### src/rtl/tdm_demux2.sv
// tdm_demux2: two-channel TDM receiver with frame-sync acquisition, flywheel tracking
// and per-channel registered outputs. Define TDM_DEMUX_ERRCNT_EN to add the
// saturating frame-error counter on err_cnt.
module tdm_demux2 #(
    parameter int W           = 1,
    parameter int LOCK_FRAMES = 2,
    parameter int MISS_MAX    = 2
) (
    input  logic         clk,
    input  logic         rst,
    input  logic         in_valid,
    input  logic [W-1:0] in_data,
    input  logic         fsync,
    output logic [W-1:0] a,
    output logic [W-1:0] b,
    output logic         a_vld,
    output logic         b_vld,
    output logic         sel,
    output logic         locked
`ifdef TDM_DEMUX_ERRCNT_EN
    ,
    output logic [7:0]   err_cnt
`endif
);
    localparam int GW = $clog2(LOCK_FRAMES + 1);
    localparam int MW = $clog2(MISS_MAX + 1);
    localparam logic [GW-1:0] LF_M1 = GW'(LOCK_FRAMES - 1);
    localparam logic [MW-1:0] MM_M1 = MW'(MISS_MAX - 1);

    typedef enum logic [1:0] {S_HUNT, S_SYNC, S_LOCKED} state_t;

    state_t        r_state;
    logic [GW-1:0] r_good;
    logic [MW-1:0] r_miss;

`ifdef TDM_DEMUX_ERRCNT_EN
    function automatic logic [7:0] sat_add(input logic [7:0] c, input logic [1:0] n);
        logic [8:0] s;
        s = {1'b0, c} + {7'b0, n};
        return s[8] ? 8'hff : s[7:0];
    endfunction
`endif

    // Alignment FSM: only accepted samples advance slot/state; outputs hold across gaps.
    always_ff @(posedge clk or posedge rst) begin
        if (rst) begin
            r_state <= S_HUNT;
            r_good  <= '0;
            r_miss  <= '0;
            sel     <= 1'b0;
            locked  <= 1'b0;
            a       <= '0;
            b       <= '0;
            a_vld   <= 1'b0;
            b_vld   <= 1'b0;
`ifdef TDM_DEMUX_ERRCNT_EN
            err_cnt <= '0;
`endif
        end else begin
            a_vld <= 1'b0;
            b_vld <= 1'b0;
            if (in_valid) begin
                case (r_state)
                    S_HUNT: begin
                        if (fsync) begin
                            sel    <= 1'b1;
                            r_good <= GW'(1);
                            if (LOCK_FRAMES == 1) begin
                                r_state <= S_LOCKED;
                                locked  <= 1'b1;
                                r_miss  <= '0;
                                a       <= in_data;
                                a_vld   <= 1'b1;
                            end else begin
                                r_state <= S_SYNC;
                            end
                        end
                    end
                    S_SYNC: begin
                        if (!sel && fsync) begin
                            sel    <= 1'b1;
                            r_good <= r_good + GW'(1);
                            if (r_good == LF_M1) begin
                                r_state <= S_LOCKED;
                                locked  <= 1'b1;
                                r_miss  <= '0;
                                a       <= in_data;
                                a_vld   <= 1'b1;
                            end
                        end else if (!sel) begin
                            r_state <= S_HUNT;
                            sel     <= 1'b0;
                        end else begin
                            sel    <= fsync;
                            r_good <= fsync ? GW'(1) : r_good;
                        end
                    end
                    default: begin
                        if (!sel && fsync) begin
                            r_miss <= '0;
                            sel    <= 1'b1;
                            a      <= in_data;
                            a_vld  <= 1'b1;
                        end else if (!sel || fsync) begin
                            if (r_miss == MM_M1) begin
                                r_state <= S_HUNT;
                                locked  <= 1'b0;
                                sel     <= 1'b0;
                                r_miss  <= '0;
`ifdef TDM_DEMUX_ERRCNT_EN
                                err_cnt <= sat_add(err_cnt, 2'd2);
`endif
                            end else begin
                                r_miss <= r_miss + MW'(1);
                                sel    <= 1'b1;
                                a      <= in_data;
                                a_vld  <= 1'b1;
`ifdef TDM_DEMUX_ERRCNT_EN
                                err_cnt <= sat_add(err_cnt, 2'd1);
`endif
                            end
                        end else begin
                            sel   <= 1'b0;
                            b     <= in_data;
                            b_vld <= 1'b1;
                        end
                    end
                endcase
            end
        end
    end
endmodule

### config.mk
export PLATFORM = sky130hd
export DESIGN_NAME = tdm_demux2
export DESIGN_NICKNAME = d
export VERILOG_FILES = /design/src/rtl/tdm_demux2.sv
export SDC_FILE = /design/constraint.sdc
export NUM_CORES = 1
export LEC_CHECK = 0
export ABC_CLOCK_PERIOD_IN_PS = 1700
export CORE_MARGIN = 2
export CORE_UTILIZATION = 40
export DETAILED_ROUTE_END_ITERATION = 10
export GPL_TIMING_DRIVEN = 0
export PLACE_DENSITY = 0.74
export SYNTH_ARGS = -nofsm -noshare
export SYNTH_HDL_FRONTEND = slang
export SYNTH_SLANG_ARGS = --single-unit
### constraint.sdc
create_clock -name clk -period 1.7 [get_ports clk]
set_input_delay 0.34 -clock clk [delete_from_list [all_inputs] [get_ports clk]]
set_output_delay 0.34 -clock clk [all_outputs]
set_load 0.05 [all_outputs]
### Yosys cells after proc, flatten, opt, wreduce, memory -nomap -nowiden

Cells that the tools add are included.

| storage, ports and cells | value |
|---|---|
| register bits after elaboration | 12 |
| bits of input ports | 5 |
| output and inout port bits | 6 |

| cells by class | value |
|---|---|
| add/sub/neg operators | 2 |
| equality and inequality tests | 12 |
| multiplexer cells | 45 |
| bitwise operators | 4 |
| reduce and logical (&&, ||, !) cells | 17 |

Operators by type and width:

| kind | count |
|---|---|
| $mux W2 | 15 |
| $mux W1 | 23 |
| $reduce_and A7 Y1 | 2 |
| $pmux W2 S2 | 3 |
| $ne A3 B3 Y1 const B | 3 |
| $ne A2 B2 Y1 const B | 4 |
| $pmux W1 S2 | 4 |
| $eq A2 B1 Y1 const B | 3 |
| $reduce_and A6 Y1 | 1 |
| $reduce_bool A2 Y1 | 3 |
| $reduce_bool A3 Y1 | 2 |
| $reduce_and A5 Y1 | 1 |
| $add A2 B1 Y2 const B | 2 |
| $not A1 Y1 | 4 |
| $reduce_and A4 Y1 | 1 |
| $ne A3 B1 Y1 const B | 1 |
| $reduce_and A3 Y1 | 1 |
| $logic_not A2 Y1 | 1 |
| $ne A2 B1 Y1 const B | 1 |
| $reduce_and A2 Y1 | 1 |
| $reduce_or A2 Y1 | 1 |
| $logic_and A1 B1 Y1 | 1 |
| $logic_not A1 Y1 | 1 |
| $logic_or A1 B1 Y1 | 1 |

### Longest topological paths before layout

Gate-level depths: netlist (run 1).

| logic depth | value |
|---|---|
| depth after elaboration | 6 |
| mapped depth | 6 |

### Worst setup path before layout (run 1)

No wires, ideal clock.

| timing path | value |
|---|---|
| kind | register to register |
| from | reg sel |
| to | reg a |
| setup time | 125 ps |
| arrival time | 1580 ps |
| required time | 1575 ps |
| setup slack | -5 ps |
| stages on the path, launching flop included | 5 |
| path buffers | 0 |
| clock period less this slack | 1705 ps |
| path through | dfrtp_1 > and4b_1 > o31ai_4 > nor2_2 > mux2_4 |

| on the way | value |
|---|---|
| longest elaborated chain between the ends | 4 |
| elaborated cells between the ends (all ways) | 9 |
| those cells by class | eq/ne: 2; mux: 2; reduce/logical: 5 |

Ends and longest elaborated chain:

| what | RTL line | source |
|---|---|---|
| from (decl) | 18 | `output logic sel,` |
| from (signal assigned) | 94 | `sel <= fsync;` |
| $logic_not A1 Y1 (*) | 80, 99, 104 |  |
| $logic_and A1 B1 Y1 or $logic_or A1 B1 Y1 (tied branches) | 80, 99, 104 |  |
| $ne A2 B2 Y1 (no line) (tied with other cells) | n/a |  |
| $reduce_and A6 Y1 (no line) or $pmux W1 S2 (tied branches) | n/a |  |
| to (signal assigned) | 87 | `a <= in_data;` |
| to (signal assigned) | 102 | `a <= in_data;` |
| to (signal assigned) | 116 | `a <= in_data;` |
| to (decl) | 14 | `output logic [W-1:0] a,` |

Mark *: on every way between the ends. The rest lies on a longest branch, timed or not.
A chain may end at the register's enable or synchronous reset.

### Worst setup path after layout (run 1)

| timing path | value |
|---|---|
| from | reg r_good[0] |
| to | reg a |

| on the way | value |
|---|---|
| longest elaborated chain between the ends | 3 |

Ends and longest elaborated chain:

| what | RTL line | source |
|---|---|---|
| from (decl) | 33 | `logic [GW-1:0] r_good;` |
| from (signal assigned) | 82 | `r_good <= r_good + GW'(1);` |
| from (signal assigned) | 95 | `r_good <= fsync ? GW'(1) : r_good;` |
| $eq A2 B1 Y1 | 83 | `if (r_good == LF_M1) begin` |
| $ne A2 B2 Y1 (no line) | n/a |  |
| $reduce_and A6 Y1 (no line) | n/a |  |
| to (signal assigned) | 72 | `a <= in_data;` |
| to (signal assigned) | 87 |  |
| to (signal assigned) | 102 |  |

No other way between the ends.

==> impl_metrics.env, run 1 <==
export IMPL_r2r_slack_ps=20
export IMPL_cp_num_buf_inv=0
export IMPL_yosys_area_share_adder_pct=2.06
export IMPL_muxShareOfSynthArea_pct=8.04
export IMPL_r2r_end="a$_DFFE_PP0P_"
export IMPL_ys_ff_latch=12
export IMPL_fmax_mhz=596
export IMPL_antenna_cells=0
export IMPL_io_buffers=10
export IMPL_route_antenna_remaining_nets=0
export IMPL_die_width_um=43.0
export IMPL_vdd_drop_max_v=0.000767
export IMPL_grt_usage_pct=14.0
export IMPL_gp_congestion=0.794
export IMPL_slew_viol_final=0
export IMPL_rsz0062_at_grt="yes"
export IMPL_timing_final_crit_share_pct=98.7
export IMPL_setup_violations=0
export IMPL_timing_hold_violations_final=0
export IMPL_drc=0
export IMPL_tightest_slew_ps=512
export IMPL_cts_htree_levels=1
export IMPL_crit_slowest_cell="dfrtp_1"
export IMPL_slowest_delay_ps=390
export IMPL_nFillCells=157
export IMPL_layout_common_cells="dfrtp_1 (11), dlygate4sd2_1 (6), inv_1 (5)"
export IMPL_maxCapViolations=0
export IMPL_crit_type="flip-flop to flip-flop"
export IMPL_antenna_found_initial=0
export IMPL_cts_hold_buf=0
export IMPL_vias_per_cell=5.35
export IMPL_fp_coreArea_um2=1470
export IMPL_grt_pass1_vias=438
export IMPL_grt_max_degree=13
export IMPL_synth_compound_area_share_pct=17.1
export IMPL_dp_hpwl_um=840
export IMPL_vias=471
export IMPL_synth_xor_xnor_area_share_pct=0
export IMPL_crit_start="r_good[0]$_DFFE_PP0P_"
export IMPL_start_util_pct=41.2
export IMPL_cts_clk_slew_worst_paths_ps=70
export IMPL_io_pins=11
export IMPL_finalNetCount=79
export IMPL_regToRegStartpoint="r_good[0]$_DFFE_PP0P_"
export IMPL_insertion_delay_ps=270
export IMPL_syn_to_final_growth_pct=24.9
export IMPL_wire_per_inst_um=12.9
export IMPL_yosysTopAreaCell="dfrtp_1"
export IMPL_die_y_um=43.0
export IMPL_holdWs_ps=364
export IMPL_synth_area_top_cells="dfrtp_1 (49%), nor2b_1 (4.1%), mux2_2 (3.7%), o31ai_4 (3.5%), inv_1 (3.1%)"
export IMPL_row_count=14
export IMPL_synthSimpleGateAreaFrac_pct=19.4
export IMPL_ff2ff_path_depth=5
export IMPL_critPathArrivalTime_ps=1830
export IMPL_status="completed"
export IMPL_layout_commonest_cell="dfrtp_1"
export IMPL_relSlewSlack_pct=65.8
export IMPL_synth_area_per_cell_um2=10.6
export IMPL_synth_top_family_by_area="simple AND/OR/NAND/NOR gates"
export IMPL_tns_ps=0
export IMPL_synth_nets=63
export IMPL_drt_iter0_markers=5
export IMPL_grt_pass1_wl_mm=1.92
export IMPL_end_kind="flip-flop"
export IMPL_ys_seq_area_share_pct=49.5
export IMPL_synth_top_area_share_pct=49.5
export IMPL_cts_root_buf="clkbuf_4"
export IMPL_cp_top_family="flip-flops"
export IMPL_ys_types=27
export IMPL_start_kind="flip-flop"
export IMPL_yosys_warnings=0
export IMPL_fin_skew_ps=6.63
export IMPL_period_minus_slack_ps=1680
export IMPL_syn_area_um2=607
export IMPL_required_ps=1850
export IMPL_cts_buffer_depth=2
export IMPL_p_per_area_nw_per_um2=1860
export IMPL_cp_max_fo=4
export IMPL_drive_above_1_share_pct=16.7
export IMPL_leakage_uw=0.000345
export IMPL_synthCells=57
export IMPL_worstPathCellList="ha_2 > and4b_1 > o31ai_4 > nor2_2 > mux2_4"
export IMPL_dieArea_um2=1840
export IMPL_cts_buffers_inserted=3
export IMPL_overflow=0
export IMPL_wirelength_mm=1.14
export IMPL_cts_sinks=12
export IMPL_hp_class="primary input to async pin"
export IMPL_first_pass_iters=4
export IMPL_cts_tree="built"
per-layer routing:
layer	vias up	track usage [%]	wire, um
li1	235	-	-
met1	220	19.9	512
met2	14	19.1	546
met3	2	6.38	77
met4	0	3.64	2
met5	-	0	0
where the power goes:
group | switching [uW] | internal, uW | total (uW)
logic | 460 | 288 | 748
registers | 86.3 | 399 | 485
clock network | 85.3 | 90.8 | 176
total | 632 | 778 | 1410
repair_timing:
item / 4_1_cts / 5_1_grt
setup buffers: 0 / 1
endpoints found under the setup margin: 6 / 3
gates resized for setup: 6 / 2
pin swaps: 0 / 1
registers in the layout, summed over array words and instances, names as in the netlist:
register,cells
r_state,2
b_vld,1
a,1
r_miss,2
b,1
a_vld,1
sel,1
r_good,2
locked,1
synth_stat cells:
library cell / n
a2111oi_0: 1
mux2_1: 1
nand2_1: 3
o22ai_1: 1
or3b_1: 1
nor2_1: 3
nor2_2: 1
o21ai_0: 3
a2bb2oi_1: 2
nor3_1: 1
o21a_1: 1
o21ai_1: 1
nor2b_1: 4
inv_1: 5
nand3_1: 1
and2_1: 2
a22oi_1: 1
dfrtp_1: 12
o31ai_4: 1
ha_1: 1
mux2_2: 2
and4b_1: 1
buf_2: 1
mux2_4: 1
nand3b_1: 1
nor3b_1: 2
a21oi_1: 3
cells by family (layout without fill, tap and decap cells):
group,count (synthesis),count (layout)
flip-flops,12,12
adder cells (fa/ha/maj),1,1
multiplexers,4,4
buffers and inverters,6,21
AO/OA/AOI/OAI,14,14
AND/OR/NAND/NOR,20,20
stage by stage:
stage | setup slack, ps | std cells | instance area (um2) | power, uW | util (%)
2_1_floorplan | 171 | 57 | 608 | 1030 | -
3_3_place_gp | -183 | 83 | 728 | 1230 | 49.5
3_5_place_dp | -217 | 83 | 728 | 1250 | 49.5
4_1_cts | 44.0 | 87 | 747 | 1390 | 50.8
5_1_grt | -46.0 | 88 | 758 | 1510 | 51.5
6_report | 22.4 | 88 | 758 | 1410 | 51.5
worst max path at each step:
| stage | endpoint | slack (ps) | cells past startpoint |
|---|---|---|---|
| after floorplan | a$_DFFE_PP0P_ | 170 | 4 |
| after global placement | b$_DFFE_PP0P_ | -180 | 4 |
| after detailed placement | r_state[0]$_DFFE_PP0P_ | -220 | 5 |
| after CTS | a$_DFFE_PP0P_ | 40 | 5 |
| after global routing | a$_DFFE_PP0P_ | -50 | 6 |
| final | a$_DFFE_PP0P_ | 20 | 5 |
layout make-up:
cell class | count | area, um2 | share of cell area, %
timing repair buffer | 11 | 100 | 13.2
tap | 16 | 20.0 | 2.64
clock buffer | 4 | 26.3 | 3.47
inverter | 5 | 18.8 | 2.48
sequential | 12 | 302 | 39.8
buffer | 1 | 5.00 | 0.660
multi-input combinational | 39 | 287 | 37.8
Note: power is estimated with default switching activity, not from simulation.
==> run 2, diff against run 1 <==
--- a/config.mk
+++ b/config.mk
@@ -6,6 +6,7 @@
 export NUM_CORES = 1
 export LEC_CHECK = 0
 export ABC_CLOCK_PERIOD_IN_PS = 1700
+export CAP_MARGIN = 0
 export CORE_MARGIN = 2
 export CORE_UTILIZATION = 40
 export DETAILED_ROUTE_END_ITERATION = 10
==> results of run 2 <==
The final DEF is identical to that of run 1; final timing and power are the same.
